==> src/rtl/alu_arbiter_pkg.sv <==
// Shared ALU op codes and arbiter FSM state encodings.
package alu_arbiter_pkg;

    localparam logic [2:0] ALU_ADD = 3'd0;
    localparam logic [2:0] ALU_SUB = 3'd1;
    localparam logic [2:0] ALU_AND = 3'd2;
    localparam logic [2:0] ALU_OR  = 3'd3;
    localparam logic [2:0] ALU_XOR = 3'd4;
    localparam logic [2:0] ALU_SLL = 3'd5;
    localparam logic [2:0] ALU_SRL = 3'd6;

    typedef enum logic [1:0] {
        IDLE = 2'd0,
        EXEC = 2'd1,
        RESP = 2'd2
    } arb_state_t;

endpackage

==> src/rtl/alu_arbiter_alu.sv <==
// Purpose: combinational 16-bit ALU with signed overflow for ADD/SUB.
// Latency: 0 cycles, purely combinational.
// Backpressure: none; the owner registers the outputs.
module alu_arbiter_alu
    import alu_arbiter_pkg::*;
#(
    parameter int CPU_WIDTH = 16
) (
    input  logic [CPU_WIDTH-1:0] a,
    input  logic [CPU_WIDTH-1:0] b,
    input  logic [2:0]           op,
    output logic [CPU_WIDTH-1:0] result,
    output logic                 ovf
);

    localparam int MSB = CPU_WIDTH - 1;

    logic [CPU_WIDTH-1:0] sum;
    logic [CPU_WIDTH-1:0] diff;

    assign sum  = a + b;
    assign diff = a - b;

    // Shifts use the whole B operand, so any amount >= CPU_WIDTH yields zero.
    always_comb begin
        result = '0;
        ovf    = 1'b0;
        case (op)
            ALU_ADD: begin
                result = sum;
                ovf    = (a[MSB] == b[MSB]) && (sum[MSB] != a[MSB]);
            end
            ALU_SUB: begin
                result = diff;
                ovf    = (a[MSB] != b[MSB]) && (diff[MSB] != a[MSB]);
            end
            ALU_AND: result = a & b;
            ALU_OR:  result = a | b;
            ALU_XOR: result = a ^ b;
            ALU_SLL: result = a << b;
            ALU_SRL: result = a >> b;
            default: result = '0;
        endcase
    end

endmodule

==> src/rtl/alu_arbiter.sv <==
// Purpose: round-robin two-port arbiter/sequencer in front of the shared ALU.
// Latency: request handshake to response valid is 2 cycles; 3-cycle best-case issue interval.
// Backpressure: holds RESP with stable data until the owner takes it; no accepts meanwhile.
module alu_arbiter
    import alu_arbiter_pkg::*;
#(
    parameter int CPU_WIDTH = 16
) (
    input  logic                 clk,
    input  logic                 rst_n,
    input  logic                 req0_valid,
    output logic                 req0_ready,
    input  logic [CPU_WIDTH-1:0] req0_a,
    input  logic [CPU_WIDTH-1:0] req0_b,
    input  logic [2:0]           req0_op,
    input  logic                 req1_valid,
    output logic                 req1_ready,
    input  logic [CPU_WIDTH-1:0] req1_a,
    input  logic [CPU_WIDTH-1:0] req1_b,
    input  logic [2:0]           req1_op,
    output logic                 rsp0_valid,
    input  logic                 rsp0_ready,
    output logic                 rsp1_valid,
    input  logic                 rsp1_ready,
    output logic [CPU_WIDTH-1:0] rsp_data,
    output logic                 rsp_ovf,
    output logic                 busy
);

    arb_state_t           state;
    logic                 last_grant;
    logic                 owner;
    logic [CPU_WIDTH-1:0] op_a;
    logic [CPU_WIDTH-1:0] op_b;
    logic [2:0]           op_code;
    logic [CPU_WIDTH-1:0] alu_result;
    logic                 alu_ovf;
    logic                 sel;
    logic                 accept;
    logic                 rsp_taken;

    // On a tie the requester that did not win last time goes first.
    assign sel        = (req0_valid && req1_valid) ? ~last_grant : req1_valid;
    assign req0_ready = (state == IDLE) && req0_valid && !sel;
    assign req1_ready = (state == IDLE) && req1_valid && sel;
    assign accept     = req0_ready || req1_ready;
    assign rsp_taken  = (rsp0_valid && rsp0_ready) || (rsp1_valid && rsp1_ready);

    alu_arbiter_alu #(
        .CPU_WIDTH (CPU_WIDTH)
    ) u_alu (
        .a      (op_a),
        .b      (op_b),
        .op     (op_code),
        .result (alu_result),
        .ovf    (alu_ovf)
    );

    always_ff @(posedge clk or negedge rst_n) begin
        if (!rst_n) begin
            state      <= IDLE;
            last_grant <= 1'b1;
            owner      <= 1'b0;
            op_a       <= '0;
            op_b       <= '0;
            op_code    <= '0;
            rsp_data   <= '0;
            rsp_ovf    <= 1'b0;
            rsp0_valid <= 1'b0;
            rsp1_valid <= 1'b0;
            busy       <= 1'b0;
        end else begin
            case (state)
                IDLE: begin
                    if (accept) begin
                        op_a       <= sel ? req1_a  : req0_a;
                        op_b       <= sel ? req1_b  : req0_b;
                        op_code    <= sel ? req1_op : req0_op;
                        owner      <= sel;
                        last_grant <= sel;
                        busy       <= 1'b1;
                        state      <= EXEC;
                    end
                end
                EXEC: begin
                    rsp_data   <= alu_result;
                    rsp_ovf    <= alu_ovf;
                    rsp0_valid <= !owner;
                    rsp1_valid <= owner;
                    state      <= RESP;
                end
                RESP: begin
                    if (rsp_taken) begin
                        rsp0_valid <= 1'b0;
                        rsp1_valid <= 1'b0;
                        busy       <= 1'b0;
                        state      <= IDLE;
                    end
                end
                default: begin
                    rsp0_valid <= 1'b0;
                    rsp1_valid <= 1'b0;
                    busy       <= 1'b0;
                    state      <= IDLE;
                end
            endcase
        end
    end

endmodule

==> config.mk <==
export PLATFORM = sky130hd
export DESIGN_NAME = alu_arbiter
export DESIGN_NICKNAME = d
export VERILOG_FILES = /design/src/rtl/alu_arbiter_pkg.sv /design/src/rtl/alu_arbiter_alu.sv /design/src/rtl/alu_arbiter.sv
export SDC_FILE = /design/constraint.sdc
export NUM_CORES = 1
export LEC_CHECK = 0
export CORE_UTILIZATION = 45
export CTS_CLUSTER_SIZE = 28
export DETAILED_ROUTE_END_ITERATION = 16
export PLACE_DENSITY = 0.82
export SETUP_SLACK_MARGIN = 0.5
export SLEW_MARGIN = 20
export SYNTH_ARGS = -nofsm -noshare
export SYNTH_HDL_FRONTEND = slang
export SYNTH_SLANG_ARGS = --single-unit
==> constraint.sdc <==
create_clock -name clk -period 3.25 [get_ports clk]
set_clock_uncertainty 0.15 [all_clocks]
set_input_delay 0.975 -clock clk [delete_from_list [all_inputs] [get_ports clk]]
set_output_delay 0.975 -clock clk [all_outputs]
set_load 0.01 [all_outputs]
==> impl_metrics.tcl <==
set metrics [dict create \
    fin_setup_tns_ps 0 \
    ioPinCount 98 \
    gr-total-overflow 0 \
    hp-class "register to register" \
    switching_share_pct 52.4 \
    seq_area_um2 1480 \
    layout_commonest_cell "nor2_1" \
    final_cell_mix "nor2_1 (118), clkdlybuf4s50_1 (92), a21oi_1 (90), nand2_1 (65), buf_4 (63)" \
    power.switching_mw 5.52 \
    power.density_nw_per_um2 1260 \
    drive_above_1_share_pct 15.6 \
    area_delta_synth_final_pct 30.2 \
    drt_iter0_drc 646 \
    postLayoutCoreUtil_pct 60.1 \
    portBuffers 97 \
    grt_pass1_vias 6292 \
    start_util_pct 46.2 \
    rows 43 \
    num_antenna_cells 0 \
    htreeDepth 3 \
    ys.flop_type "dfrtp_1" \
    synth_edf_count 0 \
    startpoint_type "register" \
    cts_tree "done" \
    fin_crit_ps 2870 \
    status "completed" \
    antenna_found_initial 0 \
    syn_avg_cell_area_um2 7.70 \
    clockPowerShare_pct 8.1 \
    synth_seq_area_share_pct 23.0 \
    yosys_register_bits 59 \
    wl_um 21600 \
    clk_latency_ps 340 \
    cts_buffers 9 \
    drcViolationCount 0 \
    dieArea_um2 14800 \
    routedWlPerCell_um 19.1 \
    place.detailed.hpwl_um 16400 \
    cp_max_fo 2 \
    p_int_mw 5.02 \
    die_width_um 122 \
    period_share_pct 88.3 \
    vias 6783 \
    layout.nets 1079 \
    syn_nets 967 \
    dieHeight_um 122 \
    synthCells 835 \
    core-area_um2 13900 \
    finalMaxSlewViolations 0 \
    fmax_mhz 348 \
    root_buffer "clkbuf_16" \
    ctsLongestPathBuffers 2 \
    drtPass1Iterations 5 \
    required_ps 3380 \
    dp.cells 1099 \
    arrival_ps 3000 \
    multi_input_area_um2 4760 \
    grt_pass1_wl_um 33600 \
    slew_headroom_pct 45.4 \
    grt_usage_pct 30.2 \
    finalHoldViolCount 0 \
    holdBufCountCts 0 \
    grt_max_degree 60 \
    fillers 1222 \
    power_leakage_nw 3.60 \
    pwr-share-comb_pct 77.7 \
    route.met2.wl_um 9690 \
    synth_area_leaders "dfrtp_1 (23%), ha_1 (11%), mux2i_1 (9.0%)" \
    wl_met3_um 1760 \
    topRoutingLayerUsed "met4" \
    ant_nets 0 \
    netlist_area_um2 6430 \
    gp_congestion 1.00 \
    met1_length_um 9150 \
    drv_cap 0 \
    viasPerCell 6.00 \
    yosys_warnings 0 \
    path_clk_slew_ps 60 \
    async_flop_share_pct 100 \
    ir_worst_vdd_mv 0.558 \
    finalNonFillerCells 1131 \
    clock-sinks 59 \
    p_seq_share_pct 14.2 \
    synth_top_area_cell "dfrtp_1" \
    synth.top_cell.area_share_pct 22.6 \
    ys_types 77 \
    grt_setup_unrepaired "true" \
    setup_viol 0 \
    end_kind "register" \
    crit_type "register to register" \
    tightestPinTransition_ps 817 \
]
[cell usage after synthesis, drive strengths merged, types with 3 or more instances]
| cell type | n |
|---|---|
| mux2i | 58 |
| nand2 | 66 |
| clkbuf | 34 |
| o21a | 3 |
| o21bai | 7 |
| nor4 | 3 |
| a22oi | 5 |
| xor2 | 6 |
| ha | 54 |
| mux4 | 5 |
| a211oi | 15 |
| o21ba | 3 |
| a311oi | 3 |
| nor3 | 17 |
| and3 | 4 |
| a211o | 3 |
| a21boi | 3 |
| a31oi | 14 |
| a221oi | 11 |
| dfrtp | 58 |
| nand3 | 19 |
| o31ai | 7 |
| a21oi | 93 |
| a221o | 4 |
| and2 | 6 |
| nand2b | 10 |
| or3 | 3 |
| o32ai | 3 |
| o211ai | 8 |
| a21o | 3 |
| o41ai | 3 |
| nor2b | 6 |
| nor2 | 119 |
| xnor2 | 13 |
| inv | 44 |
| o22ai | 3 |
| o221ai | 5 |
| o21ai | 52 |
| buf | 28 |
[power by group through the flow]
stage               clock network (mW)  registers, mW  logic, mW
floorplan                            0           1.48       5.14
global placement                     0           1.48       7.08
detailed placement                   0           1.49       7.18
CTS                              0.870           1.48       7.44
global route                     0.896           1.54       8.87
finish                           0.856           1.50       8.19
[repair_timing]
action,4_1_cts,5_1_grt
gates resized for setup,24,46
setup buffers,6,11
pin swaps,11,19
gates cloned,0,0
setup endpoints to repair,13,17
[worst max-delay path, cell delays in order, from the launching register on]
cell and delay (ps):
dfrtp_1 410, ha_4 180, fa_2 360, or2_4 250, a221oi_4 350, nor3_4 70
o41ai_2 280, o41a_1 230, mux2_4 300, a31oi_1 130, a211o_1 110
[sequential cells by signal (all words and copies together), names as in the netlist]
name / count
op_b: 16
owner: 1
rsp_data: 16
rsp0_valid: 1
op_code: 3
last_grant: 1
op_a: 16
rsp1_valid: 1
busy: 1
rsp_ovf: 1
state: 2
[final cells by class]
class / count / area share (%)
tap: 180 / 2.69
sequential: 59 / 17.7
clock inverter: 3 / 0.179
clock buffer: 12 / 2.94
multi-input combinational: 668 / 56.8
timing repair buffer: 163 / 17.5
inverter: 46 / 2.20
[metrics by stage]
step	power (mW)	hold slack, ps	worst slack, ps	cell area, um2
CTS	9.80	331	325	8130
detailed placement	8.67	320	-228	7760
global route	11.3	383	278	8370
finish	10.5	320	380	8370
floorplan	6.62	313	467	6500
global placement	8.55	317	-196	7760
[routing by layer]
metal	vias up	track usage, %
met5	-	0
met4	0	13.7
met3	54	6.27
met2	351	46.5
met1	3163	40.4
li1	3215	-
[logic make-up after synthesis]
family          after synthesis  synth area share (%)
compound gates              267                  27.2
xor+xnor                     19                  2.59
fa+ha+maj                    56                  11.1
buf+inv                     108                  7.24
flops                        59                  23.0
mux                          64                  11.0
simple gates                262                  17.9
[path summary, 6_finish.rpt]
| path | from | end | slack, ps | cells after the start |
|---|---|---|---|---|
| worst max-delay path | op_b[0]$_DFFE_PN0P_ | rsp_data[14]$_DFFE_PN0P_ | 380 | 10 |
| worst min-delay path | rsp_ovf$_DFFE_PN0P_ | rsp_ovf$_DFFE_PN0P_ | 320 | 2 |
| worst max register to register | op_b[0]$_DFFE_PN0P_ | rsp_data[14]$_DFFE_PN0P_ | 380 | 10 |
| worst min register to register | rsp_ovf$_DFFE_PN0P_ | rsp_ovf$_DFFE_PN0P_ | 320 | 2 |
| max in group asynchronous | rst_n | op_b[1]$_DFFE_PN0P_ | 1790 | 2 |
| min in group asynchronous | rst_n | op_a[6]$_DFFE_PN0P_ | 640 | 2 |
Note: power is estimated with default switching activity, not from simulation.
